==> config.mk <==
export PLATFORM = sky130hd
export DESIGN_NAME = conv2d_mc_flat
export DESIGN_NICKNAME = d
export VERILOG_FILES = /design/src/rtl/conv2d_mc_if.sv /design/src/rtl/conv2d_mc.sv /design/src/flat_wrapper.sv
export SDC_FILE = /design/constraint.sdc
export NUM_CORES = 1
export LEC_CHECK = 0
export CORE_MARGIN = 2
export CORE_UTILIZATION = 40
export CTS_CLUSTER_DIAMETER = 80
export DETAILED_ROUTE_END_ITERATION = 7
export PLACE_DENSITY_LB_ADDON = 0.08
export SYNTH_ARGS = -nofsm -noshare
export SYNTH_HDL_FRONTEND = slang
export SYNTH_SLANG_ARGS = --single-unit
==> constraint.sdc <==
create_clock -name clk_i -period 19.1 [get_ports clk_i]
set_clock_uncertainty 0.15 [all_clocks]
set_input_delay 5.73 -clock clk_i [delete_from_list [all_inputs] [get_ports clk_i]]
set_output_delay 5.73 -clock clk_i [all_outputs]
set_load 0.02 [all_outputs]
==> src/rtl/conv2d_mc_if.sv <==
// rtl/conv2d_mc_if.sv - Pixel-in / result-out handshake bundle for conv2d_mc.
interface conv2d_mc_if #(
  parameter int in_width_p     = 2,
  parameter int out_width_p    = 32,
  parameter int kernel_width_p = 3,
  parameter int weight_width_p = 2,
  parameter int channels_p     = 2
);
  logic                                                             valid_i;
  logic                                                             ready_o;
  logic [in_width_p-1:0]                                            data_i;
  logic [channels_p*kernel_width_p*kernel_width_p*weight_width_p-1:0] weights_i;
  logic                                                             valid_o;
  logic                                                             ready_i;
  logic [channels_p*out_width_p-1:0]                                data_o;
  logic                                                             last_o;

  modport slave (
    input  valid_i, data_i, weights_i, ready_i,
    output ready_o, valid_o, data_o, last_o
  );

  modport master (
    output valid_i, data_i, weights_i, ready_i,
    input  ready_o, valid_o, data_o, last_o
  );
endinterface

==> src/rtl/conv2d_mc.sv <==
// rtl/conv2d_mc.sv - Streaming multi-channel KxK convolution; CONV2D_MC_RELU_EN clamps negative results to 0.
module conv2d_mc #(
  parameter int linewidth_px_p = 160,
  parameter int linecount_px_p = 120,
  parameter int in_width_p     = 2,
  parameter int out_width_p    = 32,
  parameter int kernel_width_p = 3,
  parameter int weight_width_p = 2,
  parameter int channels_p     = 2,
  parameter int stride_p       = 1
) (
  input logic        clk_i,
  input logic        reset_i,
  conv2d_mc_if.slave bus
);

  localparam int K      = kernel_width_p;
  localparam int xw     = $clog2(linewidth_px_p);
  localparam int yw     = $clog2(linecount_px_p);
  localparam int prod_w = weight_width_p + in_width_p + 1;
  localparam int sum_w  = prod_w + $clog2(K * K);
  localparam int acc_w  = (sum_w > out_width_p) ? sum_w : out_width_p;

  localparam logic [xw-1:0] x_first_c = xw'(K - 1);
  localparam logic [xw-1:0] x_last_c  = xw'(linewidth_px_p - 1);
  localparam logic [xw-1:0] x_mask_c  = xw'(stride_p - 1);
  localparam logic [yw-1:0] y_first_c = yw'(K - 1);
  localparam logic [yw-1:0] y_last_c  = yw'(linecount_px_p - 1);
  localparam logic [yw-1:0] y_mask_c  = yw'(stride_p - 1);

  logic [xw-1:0] x_q, x_d, x_off;
  logic [yw-1:0] y_q, y_d, y_off;

  logic [in_width_p-1:0] win_q [K][K];
  logic [in_width_p-1:0] win_d [K][K];
  logic [in_width_p-1:0] line_mem [K-1][linewidth_px_p];
  logic [in_width_p-1:0] lb_out [K-1];

  logic                              valid_q, valid_d;
  logic                              last_q, last_d;
  logic [channels_p*out_width_p-1:0] data_q, data_d;
  logic [channels_p*out_width_p-1:0] result;

  logic                      ready;
  logic                      accept;
  logic                      produce;
  logic signed [acc_w-1:0]   acc;
  logic signed [acc_w-1:0]   w_ext;
  logic signed [acc_w-1:0]   p_ext;
  logic signed [weight_width_p-1:0] w_s;
  logic [out_width_p-1:0]    chan;

  assign ready       = ~valid_q | bus.ready_i;
  assign accept      = bus.valid_i & ready;
  assign bus.ready_o = ready;
  assign bus.valid_o = valid_q;
  assign bus.data_o  = data_q;
  assign bus.last_o  = last_q;

  // Shared write pointer x_q: each read returns the pixel one line older before it is overwritten.
  always_comb begin
    for (int i = 0; i < K - 1; i++) begin
      lb_out[i] = line_mem[i][x_q];
    end
  end

  always_ff @(posedge clk_i) begin
    if (accept) begin
      line_mem[0][x_q] <= bus.data_i;
      for (int i = 1; i < K - 1; i++) begin
        line_mem[i][x_q] <= lb_out[i-1];
      end
    end
  end

  always_comb begin
    x_d = x_q;
    y_d = y_q;
    if (accept) begin
      if (x_q == x_last_c) begin
        x_d = '0;
        y_d = (y_q == y_last_c) ? '0 : y_q + 1'b1;
      end else begin
        x_d = x_q + 1'b1;
      end
    end
  end

  // Bottom row is the current line; row K-2-i comes from line buffer i.
  always_comb begin
    win_d = win_q;
    if (accept) begin
      for (int r = 0; r < K; r++) begin
        for (int c = 0; c < K - 1; c++) begin
          win_d[r][c] = win_q[r][c+1];
        end
      end
      for (int r = 0; r < K - 1; r++) begin
        win_d[r][K-1] = lb_out[K-2-r];
      end
      win_d[K-1][K-1] = bus.data_i;
    end
  end

  assign x_off   = x_q - x_first_c;
  assign y_off   = y_q - y_first_c;
  assign produce = accept && (x_q >= x_first_c) && (y_q >= y_first_c) &&
                   ((x_off & x_mask_c) == '0) && ((y_off & y_mask_c) == '0);

  // The window after this accept already holds the current pixel, so convolve win_d.
  always_comb begin
    result = '0;
    acc    = '0;
    w_s    = '0;
    w_ext  = '0;
    p_ext  = '0;
    chan   = '0;
    for (int ch = 0; ch < channels_p; ch++) begin
      acc = '0;
      for (int r = 0; r < K; r++) begin
        for (int c = 0; c < K; c++) begin
          w_s   = bus.weights_i[((ch*K + r)*K + c)*weight_width_p +: weight_width_p];
          w_ext = acc_w'(w_s);
          p_ext = acc_w'({1'b0, win_d[r][c]});
          if (in_width_p == 1) begin
            if (win_d[r][c] != '0) acc = acc + w_ext;
          end else begin
            acc = acc + w_ext * p_ext;
          end
        end
      end
      chan = acc[out_width_p-1:0];
`ifdef CONV2D_MC_RELU_EN
      if (chan[out_width_p-1]) chan = '0;
`else
      chan = chan;
`endif
      result[ch*out_width_p +: out_width_p] = chan;
    end
  end

  always_comb begin
    valid_d = valid_q;
    data_d  = data_q;
    last_d  = last_q;
    if (produce) begin
      valid_d = 1'b1;
      data_d  = result;
      last_d  = (x_q == x_last_c) && (y_q == y_last_c);
    end else if (ready) begin
      valid_d = 1'b0;
      last_d  = 1'b0;
    end
  end

  always_ff @(posedge clk_i or negedge reset_i) begin
    if (!reset_i) begin
      x_q     <= '0;
      y_q     <= '0;
      valid_q <= 1'b0;
      last_q  <= 1'b0;
      data_q  <= '0;
      for (int r = 0; r < K; r++) begin
        for (int c = 0; c < K; c++) begin
          win_q[r][c] <= '0;
        end
      end
    end else begin
      x_q     <= x_d;
      y_q     <= y_d;
      valid_q <= valid_d;
      last_q  <= last_d;
      data_q  <= data_d;
      win_q   <= win_d;
    end
  end

endmodule
==> src/flat_wrapper.sv <==
// flat-port wrapper written by rule: the top's interface ports become plain ports
module conv2d_mc_flat 
#(
  parameter int linewidth_px_p = 160,
  parameter int linecount_px_p = 120,
  parameter int in_width_p     = 2,
  parameter int out_width_p    = 32,
  parameter int kernel_width_p = 3,
  parameter int weight_width_p = 2,
  parameter int channels_p     = 2,
  parameter int stride_p       = 1
)
  (clk_i, reset_i, bus_valid_i, bus_data_i, bus_weights_i, bus_ready_i, bus_ready_o, bus_valid_o, bus_data_o, bus_last_o);
  conv2d_mc_if #(.in_width_p(in_width_p), .out_width_p(out_width_p), .kernel_width_p(kernel_width_p), .weight_width_p(weight_width_p), .channels_p(channels_p)) bus_i ();
  input logic clk_i;
  input logic reset_i;
  input wire logic [$bits(bus_i.valid_i)-1:0] bus_valid_i;
  input wire logic [$bits(bus_i.data_i)-1:0] bus_data_i;
  input wire logic [$bits(bus_i.weights_i)-1:0] bus_weights_i;
  input wire logic [$bits(bus_i.ready_i)-1:0] bus_ready_i;
  output wire logic [$bits(bus_i.ready_o)-1:0] bus_ready_o;
  output wire logic [$bits(bus_i.valid_o)-1:0] bus_valid_o;
  output wire logic [$bits(bus_i.data_o)-1:0] bus_data_o;
  output wire logic [$bits(bus_i.last_o)-1:0] bus_last_o;
  assign bus_i.valid_i = bus_valid_i;
  assign bus_i.data_i = bus_data_i;
  assign bus_i.weights_i = bus_weights_i;
  assign bus_i.ready_i = bus_ready_i;
  assign bus_ready_o = bus_i.ready_o;
  assign bus_valid_o = bus_i.valid_o;
  assign bus_data_o = bus_i.data_o;
  assign bus_last_o = bus_i.last_o;
  conv2d_mc #(.linewidth_px_p(linewidth_px_p), .linecount_px_p(linecount_px_p), .in_width_p(in_width_p), .out_width_p(out_width_p), .kernel_width_p(kernel_width_p), .weight_width_p(weight_width_p), .channels_p(channels_p), .stride_p(stride_p)) u_core (.clk_i(clk_i), .reset_i(reset_i), .bus(bus_i));
endmodule
* Word level (Yosys, flattened, before mapping)
Memory sizes are Yosys's and may differ from the RTL's. Cells that the tools add are included.
Cells by class: $add $sub $neg 18, $mul 18, divide/modulo/power cells 0, order comparisons 4, eq/ne operators 2, shift operators 0, multiplexer cells 16, bitwise operators 4, reductions and logical operators 6
Operators with widths (count):
- $add 32x32->32 | 16
- $mux 320 | 1
- $mul 2x3->5 | 18
- $bmux 2 s8 | 2
- $mux 18 | 1
- $demux 2 s8 | 1
- $mux 2 | 5
- $ge 9x9->1 const B | 1
- $lt 9x1->1 const B | 1
- $not 8->9 | 1
- $add 8x1->8 const B | 1
- $eq 8x8->1 const B | 1
- $ge 8x2->1 const B | 1
- $mux 8 | 1
- $add 7x1->7 const B | 1
- $eq 7x7->1 const B | 1
- $ge 7x2->1 const B | 1
- $mux 7 | 1
- $logic_and 1x1->1 | 4
- $mux 1 | 4
- $reduce_and 2->1 | 1
- $reduce_bool 2->1 | 1
- $and 1x1->1 | 1
- $not 1->1 | 1
- $or 1x1->1 | 1
Word-level totals: register bits 99, latch bits 0, RAM bits 640, ROM bits 0, bits of input ports 42, output and inout bits 67, memories 1
Memory list:
- u_core.line_mem | depth 2, bits a word 320, rd ports 2, clocked after Yosys merged registers in 0, wr ports 2, line conv2d_mc.sv:36 | logic [in_width_p-1:0] line_mem [K-1][linewidth_px_p];

* Logic depth before layout (Yosys ltp)
Gate-level depths: netlist of the first run.
depth in word-level cells 14, mapped depth 37

* Worst setup path before layout of the first run
OpenSTA, ideal clock, no wires.
path kind input-to-reg, start point in bus_ready_i, end point reg u_core.data_q[41], in the netlist u_core.bus.data_o[41], setup time 0.117 ns, arrival time 12.182 ns, setup slack 6.651 ns, stages 29, path through nand2b_1 -> clkbuf_1 -> and2_1 -> clkbuf_1 -> buf_1 -> mux2i_1 -> nand2_1 -> fa_1 -> inv_1 -> ha_1 -> inv_1 -> ha_1 -> inv_1 -> fa_1 -> fa_1 -> fa_1 -> inv_1 -> fa_1 -> inv_1 -> ha_1 -> a21o_1 -> a21o_1 -> a21o_1 -> a21o_1 -> a21oi_1 -> o21ai_0 -> fa_1 -> nand2_1 -> nand2_1
On the way: word-level cells in the longest chain between the ends 12
Ends and longest elaborated chain:
- from (decl) | line flat_wrapper.sv:20 | input wire logic [$bits(bus_i.ready_i)-1:0] bus_ready_i;
- $or 1x1->1 * | line conv2d_mc.sv:53 | assign ready = ~valid_q | bus.ready_i;
- via bus_ready_o | line flat_wrapper.sv:21 | output wire logic [$bits(bus_i.ready_o)-1:0] bus_ready_o;
- $and 1x1->1 * | line conv2d_mc.sv:54 | assign accept = bus.valid_i & ready;
- $mux 18 * | line conv2d_mc.sv:92 | if (accept) begin
- $mul 2x3->5 | line conv2d_mc.sv:128 | acc = acc + w_ext * p_ext;
- $add 32x32->32 (7 in a row) | line conv2d_mc.sv:128
- $add 32x32->32 * | line conv2d_mc.sv:128
- via u_core.acc[9] | line conv2d_mc.sv:47 | logic signed [acc_w-1:0] acc;
- to (signal assigned) | line conv2d_mc.sv:173 | data_q <= data_d;
- to (decl) | line conv2d_mc.sv:41 | logic [channels_p*out_width_p-1:0] data_q, data_d;
Mark *: on every way through the listed nets, which the timed path passes. The rest lies on a longest branch. A chain may end at the register's enable or synchronous reset.

==> reports/results.txt, run 1 <==
The area growth from synthesis to layout is 14.8%. For the worst flop-to-flop path, the logic depth is 30. The clock latency at the later pin of the worst-skew pair was 0.64 ns. Destination of the worst register-to-register timing path: u_core.bus.data_o[43]. The shortest clock period the worst path allows after layout works out to 13.26 ns. The tools report the final standard cell area without fillers as 0.0387 sq mm.

The number of hold-slack violations in the final timing report came out at 0. The tools report the total vias in the final route as 19300. The number of clock sinks was 733; the die width was 294 um. Yosys printed 0 warnings.

The flow ran to the end, and the final reports show no timing, DRC or antenna violations. The clock-pin slew on the worst setup and hold paths works out to 0.06 ns. The root buffer cell chosen for the clock tree is clkbuf_16.

The worst setup path is launched from an input pin. The die is 294 um tall. Fill cells in the final layout number 7304.

The tool flagged a number of max-cap violations equal to 0. In this run the count of I/O pins placed on the die edge is 109. The logs give 0 for the post-cts repair resize count and 136000 um for the wire length of the first global-routing pass. TritonCTS built the clock tree. Setup repair after global routing left no endpoint under its margin. Synthesis produced 2279 cells. For this run, the post-layout net count is 2616. Timing analysis after detailed placement gives a worst setup slack of 5.14 ns. Most prevalent standard cell on the critical path: fa_1. Initial detailed-routing violation count: 1672. The detailed-route vias per instance is 5.44, and the combined global-route utilization of all metal layers is 21.6%. The tools report the post-route worst setup slack as 5.84 ns. Timing would allow up to 0.0754 GHz. The fraction of the yosys area taken by sequential cells was 64.0%; the share of layout cells above drive strength 1 was 11.7%. The H-tree generated during clock tree synthesis spans 3 levels. For the full die area, the log shows 0.0865 sq mm. On the final layout, the worst hold slack is 0.325 ns. The slowest stage of the critical path is the and2_2 cell. The logs give 1 for the number of antenna violations at the first check in global routing and 0.0107 sq mm for the area occupied by multi-input gates.

Post-CTS timing repair inserted 0 buffers for setup. The number of enable-type register cells in the synthesized netlist works out to 640. Synthesis inferred 733 register bits.

The total wirelength of the detailed-routed design was 91800 um. The final weighted congestion of routability-driven global placement came out at 0.823. The part of the cycle the worst path needs was 69.4%; the sum of overflow across all layers after global routing was 0. The initial standard-cell utilization of the core was 40.3%.

The startpoint identified for the worst hold timing path is u_core.bus.data_o[9]. In this run the worst path has a maximum fanout of 38. In the routed design, unresolved DRC markers number 0.

After routing, the total negative slack on setup checks comes to 0 ns. The tools report the data arrival time of the critical path as 13.68 ns. Class of the worst hold path: flop to flop. The worst setup path is captured at a flop. The detailed-route wire length per cell was 25.8 um. In this run the critical register-to-register path is launched from u_core.x_q[1]. Data on the critical path is required at its endpoint by 19.52 ns. After floorplanning, the core was divided into 106 placement rows. Number of buffers inserted by hold repair at cts: 0. Once placement finished, the instance area stood at 0.0359 sq mm.

For this run, the slowest stage of the critical path takes 0.75 ns. The number of nets in the synthesized netlist is 2493. The number of iterations in the first detailed-routing pass is 5. The via count of the first global-routing pass was 19900. The average size of a mapped cell was 14.8 sq um. Entering global routing, the biggest net connects 95 pins. For the pin with the worst max-slew slack, the measured transition is 1.10 ns. The logs give 0 for the antenna violation net count after detailed routing and 25.5% for the relative slew slack.

The run gives 82 as the total clock buffers created by CTS. The clock passes through at most 3 buffers. The wire-length estimate of the detail-placed layout is 60300 um. The final-report max-slew violation count is 0, and the total standard cell area after synthesis is 0.0337 sq mm.

The worst hold path terminates at u_core.bus.data_o[9]. For the final setup violation count, the log shows 0. For this run, the leading register cell type out of synthesis is edfxtp_1. The critical path in this run is classified as input pin to flop.

The instance count along the most critical hold path was 2. Registers take 0.0216 sq mm. After synthesis, the share of flip-flops with an asynchronous set or reset is 12.7%. The run gives 73 as the count of different cell masters after synthesis.

The region available for standard cell placement spans 0.0836 sq mm. In this run the tool buffered the top-level ports with 108 buffer cells. Across all register-to-register paths, the minimum setup slack is 9.28 ns.
-- routing by layer --
layer,global-route usage (%),vias up,part of all wire (%)
met5,0,-,0
met4,6.06,0,2.6
met3,2.66,120,4.5
met2,35.9,514,49
met1,30.0,10100,44
li1,-,8569,-
-- placed cells by master (no fill, tap or decap), types with 6 or more instances in the layout --
master and count:
nand2b_1 8, nor2_1 228, o22ai_1 7, nand3_1 47, clkdlybuf4s50_1 105, and3_1 8
a22oi_1 47, a31oi_1 7, a211oi_1 10, clkinv_2 14, xnor2_1 7, a21oi_1 22
bufinv_16 10, mux4_2 91, o21ai_0 52, clkbuf_16 84, o31ai_1 9, buf_4 52
clkbuf_1 16, nand2_1 218, ha_1 62, inv_1 204, a21o_1 6, clkinv_1 17
fa_1 110, mux2_2 9, edfxtp_1 640, nor3_1 9, and2_1 14, dfrtp_1 91
nor2b_1 10, mux2i_1 140, nand4_1 13
-- cell families after synthesis --
kind of cell / after synthesis / share of synthesized area, %
compound gates: 202 / 4.12
xor+xnor: 10 / 0.260
fa+ha+maj: 172 / 8.85
buf+inv: 325 / 4.26
flops: 733 / 64.0
mux: 243 / 10.8
simple gates: 594 / 7.73
-- how the worst max path moves through the flow --
stage,startpoint,endpoint,slack (ns)
global route,bus_ready_i,u_core.bus.data_o[10],5.32
detailed placement,bus_ready_i,u_core.bus.data_o[47],5.14
global placement,bus_ready_i,u_core.bus.data_o[47],5.27
finish,bus_ready_i,u_core.bus.data_o[43],5.84
floorplan,bus_ready_i,u_core.bus.data_o[41],6.65
CTS,bus_ready_i,u_core.bus.data_o[47],5.78
-- worst max-delay path, delay by kind of cell --
kind | cells | cell delay, ns
AO/OA/AOI/OAI | 8 | 1.80
adder cells (fa/ha/maj) | 9 | 3.40
buffers and inverters | 6 | 0.73
AND/OR/NAND/NOR | 6 | 1.95
-- stage by stage --
stage / std cells / util (%)
after floorplan: 2279 / -
after global placement: 3398 / 42.9
after detailed placement: 3398 / 42.9
after CTS: 3550 / 46.3
after global routing: 3551 / 46.3
final: 3551 / 46.3
-- flip-flops by register name, summed over array words and instances, names as in the netlist --
register,flops
u_core.bus.data_o,58
u_core.x_q,8
u_core.line_mem,640
u_core.bus.valid_o,1
u_core.bus.last_o,1
u_core.win_q,18
u_core.y_q,7
-- cell usage after synthesis (4+ instances only) --
library cell / instances / area share (%)
dfrtp_1: 93 / 6.9
mux4_2: 91 / 6.1
buf_2: 25 / 0.37
and2_1: 15 / 0.28
ha_1: 62 / 2.3
nor4_1: 5 / 0.093
nor2_1: 228 / 2.5
a22o_1: 4 / 0.10
a21o_1: 6 / 0.13
a221oi_1: 4 / 0.10
nand2b_1: 8 / 0.15
buf_1: 10 / 0.11
inv_1: 204 / 2.3
nor2b_1: 13 / 0.24
fa_1: 110 / 6.5
edfxtp_1: 640 / 57
and4_1: 4 / 0.10
a21oi_1: 22 / 0.33
a2111oi_0: 6 / 0.16
a22oi_1: 47 / 1.0
a211oi_1: 10 / 0.22
xnor2_1: 7 / 0.18
o31ai_1: 9 / 0.20
buf_4: 22 / 0.49
and3_1: 8 / 0.15
nand2_1: 218 / 2.4
or4_1: 4 / 0.089
nand4_1: 13 / 0.24
o21ai_0: 52 / 0.77
mux2_2: 9 / 0.30
mux2i_1: 140 / 4.2
a31oi_1: 7 / 0.13
nand3_1: 48 / 0.71
o22ai_1: 7 / 0.13
nor3_1: 9 / 0.13
clkbuf_1: 51 / 0.57
buf_6: 11 / 0.37
-- cell type report --
class                   instances  share of cell area [%]
well taps                    1080                    3.50
inverters                     205                    1.99
flip-flops and latches        733                    55.8
multi-input cells            1221                    27.8
clock buffers                 101                    5.63
repair buffers                159                    3.83
clock inverters                51                    1.53
diodes                          1                 0.00647
Power of run 1 is not shown: default switching activity piles up to over one toggle a cycle in this logic, so the estimate is an artifact.
==> run 2: changes to the inputs <==
==> constraint.sdc (replaced) <==
create_clock -name clk_i -period 13.8 [get_ports clk_i]
set_clock_uncertainty 0.15 [all_clocks]
set_input_delay 4.14 -clock clk_i [delete_from_list [all_inputs] [get_ports clk_i]]
set_output_delay 4.14 -clock clk_i [all_outputs]
set_load 0.02 [all_outputs]
==> run 2 against run 1 <==
Net effect: critical path depth did not move; sequential cell count did not move; core utilization shrank 0.17 points; count of clock-buffer cells in the layout grew 2; worst hold slack got worse by 0.0042 ns; register-to-register slack got worse by 5.1 ns; global-route usage rose by 0.29 points; final cell count rose by 0.11%; via count is 0.70% higher; sequential share of layout area up 0.20 points; critical path type unchanged; critical endpoint unchanged.
==> reports/results.txt, run 2 (synthesized netlist as in run 1, its figures left out) <==
The post-CTS repair timing setup buffer count is 0 (unchanged). The final setup violation count was 0 (unchanged); the met1 track demand over resource in global routing was 30.1% (was 30.0%). The required time at the endpoint of the critical path is 14.21 ns (was 19.52 ns), and the layout overhead on the synthesized area is 14.4% (was 14.8%). Standard cell core area: 0.0836 sq mm (unchanged). The run gives 0 (unchanged) as the number of buffers inserted by hold repair at cts. The number of H-tree levels came out at 3 (unchanged). The detailed-route vias per instance came out at 5.47 (was 5.44). The full die area came out at 0.0865 sq mm (unchanged). The number of buffers between clock root and the deepest sink is 3 (unchanged).

Worst-path cell with the longest stage delay: and2_2 (unchanged). Derived from the worst setup path, the maximum achievable clock frequency is 0.0886 GHz. Wire length of the first global-routing pass: 137000 um (was 136000 um).

The antenna violation net count after detailed routing came out at 0 (unchanged). The total vias in the final route is 19400 (was 19300). Most prevalent standard cell on the critical path: fa_1 (unchanged).

The share of layout cells above drive strength 1 was 11.7% (about the same). The final weighted congestion of routability-driven global placement is 0.854 (was 0.823). The highest-utilization routing layer at the global route stage was met2 (unchanged). The tools report the remaining design rule violation count as 0 (unchanged). The tools report the library cell used as clock root buffer as clkbuf_16 (unchanged).

Combined global-route utilization of all metal layers: 21.9% (was 21.6%). The peak per-stage delay on the critical path came out at 0.75 ns (about the same). For the initial detailed-routing violation count, the log shows 1614 (was 1672). Die width: 294 um (unchanged). Detailed placer's ending HPWL: 61400 um (was 60300 um).

Number of top-level pins: 109 (unchanged). The tools report the initial standard-cell utilization of the core as 40.3% (unchanged). The max-capacitance violation count was 0 (unchanged). The flow ran to the end, and the final reports show no timing, DRC or antenna violations. The count of buffers from port buffering is 108 (unchanged), and the met2 track demand over resource is 36.0% (was 35.9%).

The flip-flop count of the largest register after layout came out at 640 (unchanged). The run gives 11.70 ns (was 13.68 ns) as the data arrival time of the critical path. Startpoint type of the worst setup path: an input pin (unchanged). The register name with the most flops is u_core.line_mem (unchanged). The number of clock sinks was 733 (unchanged). Post-placement setup slack: 1.90 ns (was 5.14 ns). Leading cell type in the layout, fill and taps excluded: edfxtp_1 (unchanged). Total clock buffers created by CTS: 83 (was 82).

The final sum of negative setup slack came out at 0 ns (unchanged). The clock-pin slew on the worst setup and hold paths came out at 0.06 ns (about the same). The tools report the relative slew slack as 20.7% (was 25.5%).

The post-cts repair resize count was 0 (unchanged). Most used cells in the layout excluding fill and tap cells: 640 x edfxtp_1, 228 x nor2_1, 218 x nand2_1 (unchanged). For the antenna diode count, the log shows 0 (was 1). The type of the worst setup path was input pin to flop (unchanged).

The total wirelength of the detailed-routed design was 93400 um (was 91800 um). Maximum number of pins on one net before global-route repair: 95 (unchanged). The number of antenna violations at the first check in global routing is 0 (was 1). The post-route worst setup slack was 2.51 ns (was 5.84 ns). The number of fillers in the final layout is 7467 (was 7304), and the slew at the pin closest to its max-slew limit is 1.19 ns (was 1.10 ns).

The number of iterations in the first detailed-routing pass came out at 5 (unchanged). Class of the worst hold path: flop to flop (unchanged). TritonCTS built the clock tree. The net count of the finished layout is 2622 (was 2616). The number of cell rows came out at 106 (unchanged).

The global routing met3 resource utilization was 2.89% (was 2.66%); the largest fanout on the critical path was 38 (unchanged). The clock latency at the later pin of the worst-skew pair is 0.64 ns (about the same), and the shortest clock period the worst path allows after layout is 11.29 ns. The endpoint kind of the worst setup timing path was a flop (unchanged). The final-report max-slew violation count was 0 (unchanged); the y dimension of the die was 294 um (unchanged).

The number of hold-slack violations in the final timing report was 0 (unchanged). Sum of overflow across all layers after global routing: 0 (unchanged). The detailed-route wire length per cell was 26.3 um (was 25.8 um); the via count of the first global-routing pass was 19700 (was 19900). The final critical path takes up 81.8% of the cycle. The tools report the hold slack as 0.321 ns (was 0.325 ns).

Setup repair after global routing left no endpoint under its margin.
-- run 2: path summary, 6_finish.rpt --
path                                    endpoint  cells past startpoint             startpoint  slack (ns)
min in group asynchronous          u_core.y_q[6]                      1                reset_i        3.30
hold / removal             u_core.bus.data_o[40]                      2  u_core.bus.data_o[40]        0.32
setup reg to reg           u_core.bus.data_o[43]                     30          u_core.x_q[1]        4.22
setup / recovery           u_core.bus.data_o[43]                     29            bus_ready_i        2.51
max in group asynchronous   u_core.bus.data_o[6]                      2                reset_i        8.94
hold reg to reg            u_core.bus.data_o[40]                      2  u_core.bus.data_o[40]        0.32
-- run 2: cell type report --
| type | count | area (sq um) | share of cell area (%) |
|---|---|---|---|
| tap | 1080 | 1350 | 3.51 |
| clock buffer | 103 | 2200 | 5.72 |
| timing repair buffer | 164 | 1490 | 3.88 |
| clock inverter | 49 | 412 | 1.07 |
| sequential | 733 | 21600 | 56.0 |
| inverter | 205 | 769 | 2.00 |
| multi-input combinational | 1221 | 10700 | 27.9 |
-- run 2: per-stage QoR --
stage          util [%]  cells  area (sq um)
2_1_floorplan         -   2279         33700
3_3_place_gp       43.0   3403         35900
3_5_place_dp       43.0   3403         35900
4_1_cts            46.1   3555         38500
5_1_grt            46.1   3555         38500
6_report           46.1   3555         38500
-- run 2: critical path: cells and delay by family --
kind                     cells  cell delay [ns]
adder cells (fa/ha/maj)      9             3.39
AND/OR/NAND/NOR              6             1.70
AO/OA/AOI/OAI                8             1.70
buffers and inverters        6             0.73
-- run 2: per-layer routing --
layer / routed length [um] / part of all wire [%]
met3: 4980 / 5.3
met4: 2920 / 3.1
met1: 40400 / 43
met2: 45200 / 48
met5: 0 / 0
Power of run 2 is left out for the same reason.
